## src/rtl/renode_ahb_pkg.sv

```systemverilog
// Shared state, transfer and response types plus the size helpers used by the AHB arbiter.
package renode_ahb_pkg;

  typedef enum logic [1:0] {
    ArbIdle,
    ArbAddress,
    ArbData,
    ArbRespond
  } arb_state_e;

  typedef enum logic [1:0] {
    HtransIdle   = 2'b00,
    HtransBusy   = 2'b01,
    HtransNonSeq = 2'b10,
    HtransSeq    = 2'b11
  } htrans_e;

  typedef enum logic {
    HrespOkay  = 1'b0,
    HrespError = 1'b1
  } hresp_e;

  typedef logic [2:0] hsize_t;

  localparam hsize_t SizeByte  = 3'd0;
  localparam hsize_t SizeHalf  = 3'd1;
  localparam hsize_t SizeWord  = 3'd2;
  localparam hsize_t SizeDword = 3'd3;

  localparam logic [2:0] HburstSingle = 3'b000;

  typedef struct packed {
    logic   write;
    hsize_t size;
  } xfer_ctrl_t;

  function automatic logic sizeIsValid(input hsize_t size, input int unsigned busBytesLog2);
    return {29'd0, size} <= busBytesLog2;
  endfunction

  // Byte lane of the first active byte: address low bits limited to the bus and aligned to the size.
  function automatic logic [2:0] laneOffset(input hsize_t size, input logic [2:0] addrLow,
                                            input int unsigned busBytesLog2);
    logic [2:0] laneMask;
    logic [2:0] alignMask;
    laneMask  = 3'((32'd1 << busBytesLog2) - 32'd1);
    alignMask = ~3'((32'd1 << size) - 32'd1);
    return addrLow & laneMask & alignMask;
  endfunction

  function automatic logic [7:0] sizeToStrobe(input hsize_t size, input logic [2:0] addrLow,
                                              input int unsigned busBytesLog2);
    logic [15:0] byteMask;
    byteMask = 16'((32'd1 << (32'd1 << size)) - 32'd1);
    return 8'(byteMask << laneOffset(size, addrLow, busBytesLog2));
  endfunction

endpackage

```

## src/rtl/renode_rr_arbiter.sv

```systemverilog
// Round-robin pick: first set request at or after the pointer, wrapping; grant is one-hot or zero.
module renode_rr_arbiter #(
  parameter int NumRequesters = 2,
  parameter int PtrWidth      = $clog2(NumRequesters)
) (
  input  logic [NumRequesters-1:0] i_req,
  input  logic [PtrWidth-1:0]      i_ptr,
  output logic [NumRequesters-1:0] o_grant
);

  logic [PtrWidth-1:0] w_idx;
  logic                w_found;

  always_comb begin
    o_grant = '0;
    w_found = 1'b0;
    w_idx   = '0;
    for (int off = 0; off < NumRequesters; off++) begin
      w_idx = PtrWidth'((int'(i_ptr) + off) % NumRequesters);
      if (!w_found && i_req[w_idx]) begin
        o_grant[w_idx] = 1'b1;
        w_found        = 1'b1;
      end
    end
  end

endmodule

```

## src/rtl/renode_ahb_arbiter.sv

```systemverilog
// AHB-Lite manager front end: round-robins single, non-overlapping transfers from several requesters.
module renode_ahb_arbiter
  import renode_ahb_pkg::*;
#(
  parameter int NumRequesters = 2,
  parameter int AddressWidth  = 32,
  parameter int DataWidth     = 32
) (
  input  logic                               hclk,
  input  logic                               hresetn,
  input  logic [NumRequesters-1:0]           req_valid,
  output logic [NumRequesters-1:0]           req_ready,
  input  logic [NumRequesters-1:0]           req_write,
  input  logic [NumRequesters*AddressWidth-1:0] req_addr,
  input  logic [NumRequesters*3-1:0]         req_size,
  input  logic [NumRequesters*DataWidth-1:0] req_wdata,
  output logic [NumRequesters-1:0]           rsp_valid,
  output logic [DataWidth-1:0]               rsp_rdata,
  output logic                               rsp_error,
  output logic [AddressWidth-1:0]            haddr,
  output logic [1:0]                         htrans,
  output logic                               hwrite,
  output logic [2:0]                         hsize,
  output logic [2:0]                         hburst,
  output logic [DataWidth/8-1:0]             hwstrb,
  output logic [DataWidth-1:0]               hwdata,
  input  logic [DataWidth-1:0]               hrdata,
  input  logic                               hready,
  input  logic                               hresp
);

  localparam int          PtrWidth     = $clog2(NumRequesters);
  localparam int          StrbWidth    = DataWidth / 8;
  localparam int unsigned BusBytesLog2 = $clog2(StrbWidth);

  arb_state_e                r_state, w_nextState;
  logic [PtrWidth-1:0]       r_rrPtr, r_grantIdx, w_grantIdx, w_nextPtr;
  logic [NumRequesters-1:0]  r_grant, w_grant;
  logic [AddressWidth-1:0]   r_addr;
  xfer_ctrl_t                r_ctrl;
  logic [DataWidth-1:0]      r_wdata, r_rdata, w_rdataShifted, w_rdataMasked;
  logic                      r_error;
  hsize_t                    w_reqSize;
  logic [2:0]                w_lane;
  logic [7:0]                w_strobe;

  renode_rr_arbiter #(.NumRequesters(NumRequesters)) u_rrArbiter (
    .i_req  (req_valid),
    .i_ptr  (r_rrPtr),
    .o_grant(w_grant)
  );

  always_comb begin
    w_grantIdx = '0;
    for (int i = 0; i < NumRequesters; i++)
      if (w_grant[i]) w_grantIdx = PtrWidth'(i);
  end

  assign w_reqSize = req_size[int'(w_grantIdx)*3 +: 3];
  assign w_nextPtr = (r_grantIdx == PtrWidth'(NumRequesters - 1)) ? '0 : r_grantIdx + PtrWidth'(1);

  // Read data is moved down from its byte lane, then trimmed to the transfer size.
  assign w_lane         = laneOffset(r_ctrl.size, r_addr[2:0], BusBytesLog2);
  assign w_strobe       = sizeToStrobe(r_ctrl.size, r_addr[2:0], BusBytesLog2);
  assign w_rdataShifted = hrdata >> {w_lane, 3'b000};

  always_comb begin
    w_rdataMasked = '0;
    for (int b = 0; b < StrbWidth; b++)
      if (b < (1 << r_ctrl.size)) w_rdataMasked[8*b +: 8] = w_rdataShifted[8*b +: 8];
  end

  always_ff @(posedge hclk) begin
    if (!hresetn) r_state <= ArbIdle;
    else          r_state <= w_nextState;
  end

  always_comb begin
    w_nextState = r_state;
    req_ready   = '0;
    rsp_valid   = '0;
    rsp_rdata   = '0;
    rsp_error   = 1'b0;
    htrans      = HtransIdle;
    hwstrb      = '0;
    hwdata      = '0;
    case (r_state)
      ArbIdle: begin
        if (hresetn) req_ready = w_grant;
        if (|req_valid)
          w_nextState = sizeIsValid(w_reqSize, BusBytesLog2) ? ArbAddress : ArbRespond;
      end
      ArbAddress: begin
        htrans = HtransNonSeq;
        if (hready) w_nextState = ArbData;
      end
      ArbData: begin
        hwdata = r_wdata;
        hwstrb = w_strobe[StrbWidth-1:0];
        if (hready) w_nextState = ArbRespond;
      end
      ArbRespond: begin
        rsp_valid   = r_grant;
        rsp_rdata   = r_rdata;
        rsp_error   = r_error;
        w_nextState = ArbIdle;
      end
      default: w_nextState = ArbIdle;
    endcase
  end

  assign haddr  = r_addr;
  assign hwrite = r_ctrl.write;
  assign hsize  = r_ctrl.size;
  assign hburst = HburstSingle;

  // An oversized request is pre-loaded as an error so it can go straight to Respond.
  always_ff @(posedge hclk) begin
    if (!hresetn) begin
      r_rrPtr    <= '0;
      r_grant    <= '0;
      r_grantIdx <= '0;
      r_addr     <= '0;
      r_ctrl     <= '0;
      r_wdata    <= '0;
      r_rdata    <= '0;
      r_error    <= 1'b0;
    end else begin
      case (r_state)
        ArbIdle: begin
          if (|req_valid) begin
            r_grant    <= w_grant;
            r_grantIdx <= w_grantIdx;
            r_addr     <= req_addr[int'(w_grantIdx)*AddressWidth +: AddressWidth];
            r_ctrl     <= '{write: req_write[w_grantIdx], size: w_reqSize};
            r_wdata    <= req_wdata[int'(w_grantIdx)*DataWidth +: DataWidth];
            r_error    <= !sizeIsValid(w_reqSize, BusBytesLog2);
            r_rdata    <= '0;
          end
        end
        ArbData: begin
          if (hready) begin
            r_error <= (hresp == HrespError);
            r_rdata <= (r_ctrl.write || hresp == HrespError) ? '0 : w_rdataMasked;
          end
        end
        ArbRespond: r_rrPtr <= w_nextPtr;
        default: ;
      endcase
    end
  end

endmodule
```

## config.mk

```make
export PLATFORM = sky130hd
export DESIGN_NAME = renode_ahb_arbiter
export DESIGN_NICKNAME = d
export VERILOG_FILES = /design/src/rtl/renode_ahb_pkg.sv /design/src/rtl/renode_rr_arbiter.sv /design/src/rtl/renode_ahb_arbiter.sv
export SDC_FILE = /design/constraint.sdc
export NUM_CORES = 1
export LEC_CHECK = 0
export CORE_MARGIN = 5
export CORE_UTILIZATION = 44
export CTS_BUF_LIST = sky130_fd_sc_hd__clkbuf_8
export DETAILED_ROUTE_END_ITERATION = 6
export PLACE_DENSITY_LB_ADDON = 0.3
export RECOVER_POWER = 25
export SLEW_MARGIN = 30
export SYNTH_ARGS = -nofsm -noshare
export SYNTH_HDL_FRONTEND = slang
export SYNTH_SLANG_ARGS = --single-unit
```

## constraint.sdc

```tcl
create_clock -name hclk -period 4.5 [get_ports hclk]
set_clock_uncertainty 0.05 [all_clocks]
set_input_delay 0.9 -clock hclk [delete_from_list [all_inputs] [get_ports hclk]]
set_output_delay 0.9 -clock hclk [all_outputs]
set_load 0.01 [all_outputs]
```

==> flow_summary_export.csv, run 1 <==
group,metric,value,unit
floorplan,die_w,121.9,um
timing,relSlewSlack,-26.53,%
cells_and_area,n_fill_cell,956,
drt,drc,0,
clock_network,clockBufferDepth,2,
yosys,synth_seq_cells,106,
grt,grt_pass1_vias,5725,
pwr,netSwitchingFraction,38.22,%
cells_and_area,nets,1087,
cells_and_area,drive_above_1_share,4.066,%
critical_path,critPathLaunchType,"flop",
pwr,seqPwrFrac,34.7,%
clock_network,ctsHoldBuffers,0,
drt,num_vias,5923,
clock_network,clkSlewWorstSetupHoldPaths,0.09,ns
critical_path,path_cells,"nor3_1, inv_1, ha_1, nand2_2, nand3_1, nand2_1, a31oi_1, clkdlybuf4s50_1",
outcome,status,"finished, violations left",
floorplan,start_util,45.31,%
grt,top_usage_layer,"met2",
yosys,syn_avg_cell_area,8.237,um^2
yosys,synth.distinct_cells,43,
yosys,ys_top_cells_by_area,"dfxtp_1, a311oi_1, and2_1, nand3_1, nor2_1",
floorplan,rows,40,
timing,totalNegativeSetupSlack,0,ns
critical_path,worstPathArrival,3.05,ns
cells_and_area,areaGrowthSynthToFinish,54.77,%
clock_network,clock-sinks,106,
grt,gr-usage-all-layers,24.75,%
place,gp_congestion,0.9300,
yosys,synth_ff_type,"dfxtp_1",
drt,drt_iter0_markers,414,
yosys,synthTopCellsByCount,"dfxtp_1, nor2_1, nand2_1, nand3_1, a311oi_1",
yosys,synth_edf_count,0,
critical_path,critPathRequiredTime,3.55,ns
pwr,ir_drop,0.0002056,V
grt,antenna_found_initial,0,
cells_and_area,instances_no_fill,1078,
grt,gr-total-overflow,0,
grt,use_met1,29.10,%
timing,worstMarginPinSlew,1.898,ns
grt,met2_usage,43.44,%
yosys,postSynthCellCount,669,
yosys,synthMostInstantiatedCell,"dfxtp_1",
yosys,synthesis.area,0.005510,mm^2
pwr,pwr-share-clk,17.8,%
yosys,netlist.top_cell.by_area,"dfxtp_1",
place,io_buffers,283,
floorplan,die_area,0.01486,mm^2
place,dp_cells,1063,
critical_path,end_kind,"output port",
drt,viasPerCell,5.494,
outcome,violations,"max-capacitance violations, max-slew violations",
clock_network,cts_resized,0,
cells_and_area,antenna_cells,0,
cells_and_area,multi_input_area,0.003043,mm^2
clock_network,cts_tree,"built",
grt,met3_usage,6.639,%
timing,max_freq,250.2,MHz
critical_path,crit_path_max_fanout,19,
timing,setup_viol_count_final,0,
clock_network,cts-root-buf,"clkbuf_8",
yosys,synthArstFlopShare,0,%
grt,grt_max_degree,72,
pwr,net-switching-power,1.483,mW
critical_path,cpPeakStageDelay,0.57,ns
timing,rsz0062_at_grt,"no",
clock_network,htree_levels,3,
flow_run,maxCapViolations,1,
cells_and_area,register_area,0.002122,mm^2
place,post-dp-hpwl,14.64,mm
cells_and_area,final_util,70.12,%
yosys,ys_seq_area_share,38.51,%
pwr,leakage,3.405,nW
drt,wl_per_cell,18.20,um
drt,drt-pass1-iter-count,7,
pwr,pwr-share-comb,47.5,%
timing,hold_violations,0,
clock_network,cts_buffers,9,
timing,slew_violations,44,
grt,grt_pass1_wl,29.44,mm
floorplan,core,0.01216,mm^2
floorplan,die_h,121.9,um
place,place_ws,0.9150,ns
yosys,yosys_warnings,0,
timing,finalWorstSetupSlack,0.5032,ns
drt,drtAntennaViolNets,0,
pwr,powerDensity,454.8,mW/mm^2
timing,period_share,88.82,%
clock_network,cts_setup_buffers,0,
critical_path,critical-path-slowest-cell,"clkdlybuf4s50_1",
drt,drt_wl_total,19.62,mm
critical_path,critical_path_class,"flop to output port",
clock_network,insertion_delay,0.36,ns
pwr,cell_internal_pwr,2.396,mW
worst_hold_path,hold_class,"flop to flop",
floorplan,ios,288,
timing,fin_crit,3.997,ns
pwr,power,3.879,mW
yosys,synth_top_area_share,38.51,%
[critical path, delay by kind of cell (launching register included)]
| kind | cells | cell delay [ns] |
|---|---|---|
| fa+ha+maj | 1 | 0.46 |
| compound gates | 1 | 0.15 |
| simple gates | 4 | 1.02 |
| flops | 1 | 0.40 |
| buf+inv | 2 | 0.66 |
[metrics by stage]
step / cell area (um^2) / hold WS, ns
finish: 8528 / 0.4147
global route: 8528 / 0.4296
CTS: 8547 / 0.4184
detailed placement: 8315 / 0.3938
global placement: 8315 / 0.3903
floorplan: 5522 / 0.3742
[layout by cell type, fill, tap and decap left out, types with 2 or more instances in the layout]
master and n:
a21oi_1 14, nor2_1 76, inv_1 7, a311oi_1 68
nor2b_1 2, o21ai_0 3, nand3b_1 2, a22o_1 24
o2bb2ai_1 16, mux2i_1 18, dfxtp_1 106, nand2_2 2
a31o_2 2, bufinv_16 3, ha_1 6, and2_1 67
a31oi_1 3, buf_4 8, nor3_1 3, clkdlybuf4s50_1 245
dlygate4sd3_1 37, clkbuf_1 2, conb_1 5, clkbuf_8 9
nand3_1 71, nand2_1 73, and3_1 8, a211oi_1 9
o21a_1 2
[worst paths after layout]
path / from / endpoint / slack [ns] / cells past startpoint
min reg2reg: r_rdata[18] / r_rdata[18] / 0.41 / 1
max reg2reg: r_state[0] / r_wdata[9] / 1.68 / 6
max: hsize[2] / hwstrb[3] / 0.50 / 8
min: r_rdata[18] / r_rdata[18] / 0.41 / 1
[cells by family after synthesis]
logic type,count (synthesis),synth area share (%)
xor gates and xnor gates,1,0.1590
DFF,106,38.51
muxes,18,3.270
buffers and inverters,77,6.449
AOI/OAI and AO/OA,143,21.19
and+or+nand+nor,315,28.70
other,2,0.1363
adders and majority gates,7,1.589
[cell type report]
cell class | count | share of cell area [%]
multi-input cells | 489 | 35.68
repair buffers | 293 | 33.95
flip-flops and latches | 106 | 24.88
well taps | 168 | 2.465
clock buffers | 9 | 1.452
clock inverters | 6 | 1.262
inverters | 7 | 0.3081
[routing by layer]
layer / vias up / part of all wire, %
met5: - / 0
met1: 2782 / 39
met2: 245 / 50
li1: 2869 / -
met3: 27 / 8.5
met4: 0 / 2.3
[flip-flops by register name, summed over array words and instances (netlist names)]
| name | flops |
|---|---|
| r_wdata | 32 |
| r_rrPtr | 1 |
| hwrite | 1 |
| r_error | 1 |
| hsize | 3 |
| r_rdata | 32 |
| r_state | 2 |
| haddr | 32 |
| r_grant | 1 |
| r_grantIdx | 1 |
[power by group through the flow]
stage               clock [mW]  sequential, mW  combinational, mW
finish                   0.690            1.35               1.84
global placement             0            1.35               1.84
CTS                      0.702            1.35               1.89
global route             0.740            1.38               2.01
detailed placement           0            1.37               1.89
floorplan                    0            1.39               1.11
Note: power is estimated with default switching activity, not from simulation.
==> run 2, diff against run 1 <==
Settings changed: CTS_CLUSTER_SIZE set to 8.
==> results of run 2 <==
Same layout as run 1: the final DEF is identical, and so are final timing and power.
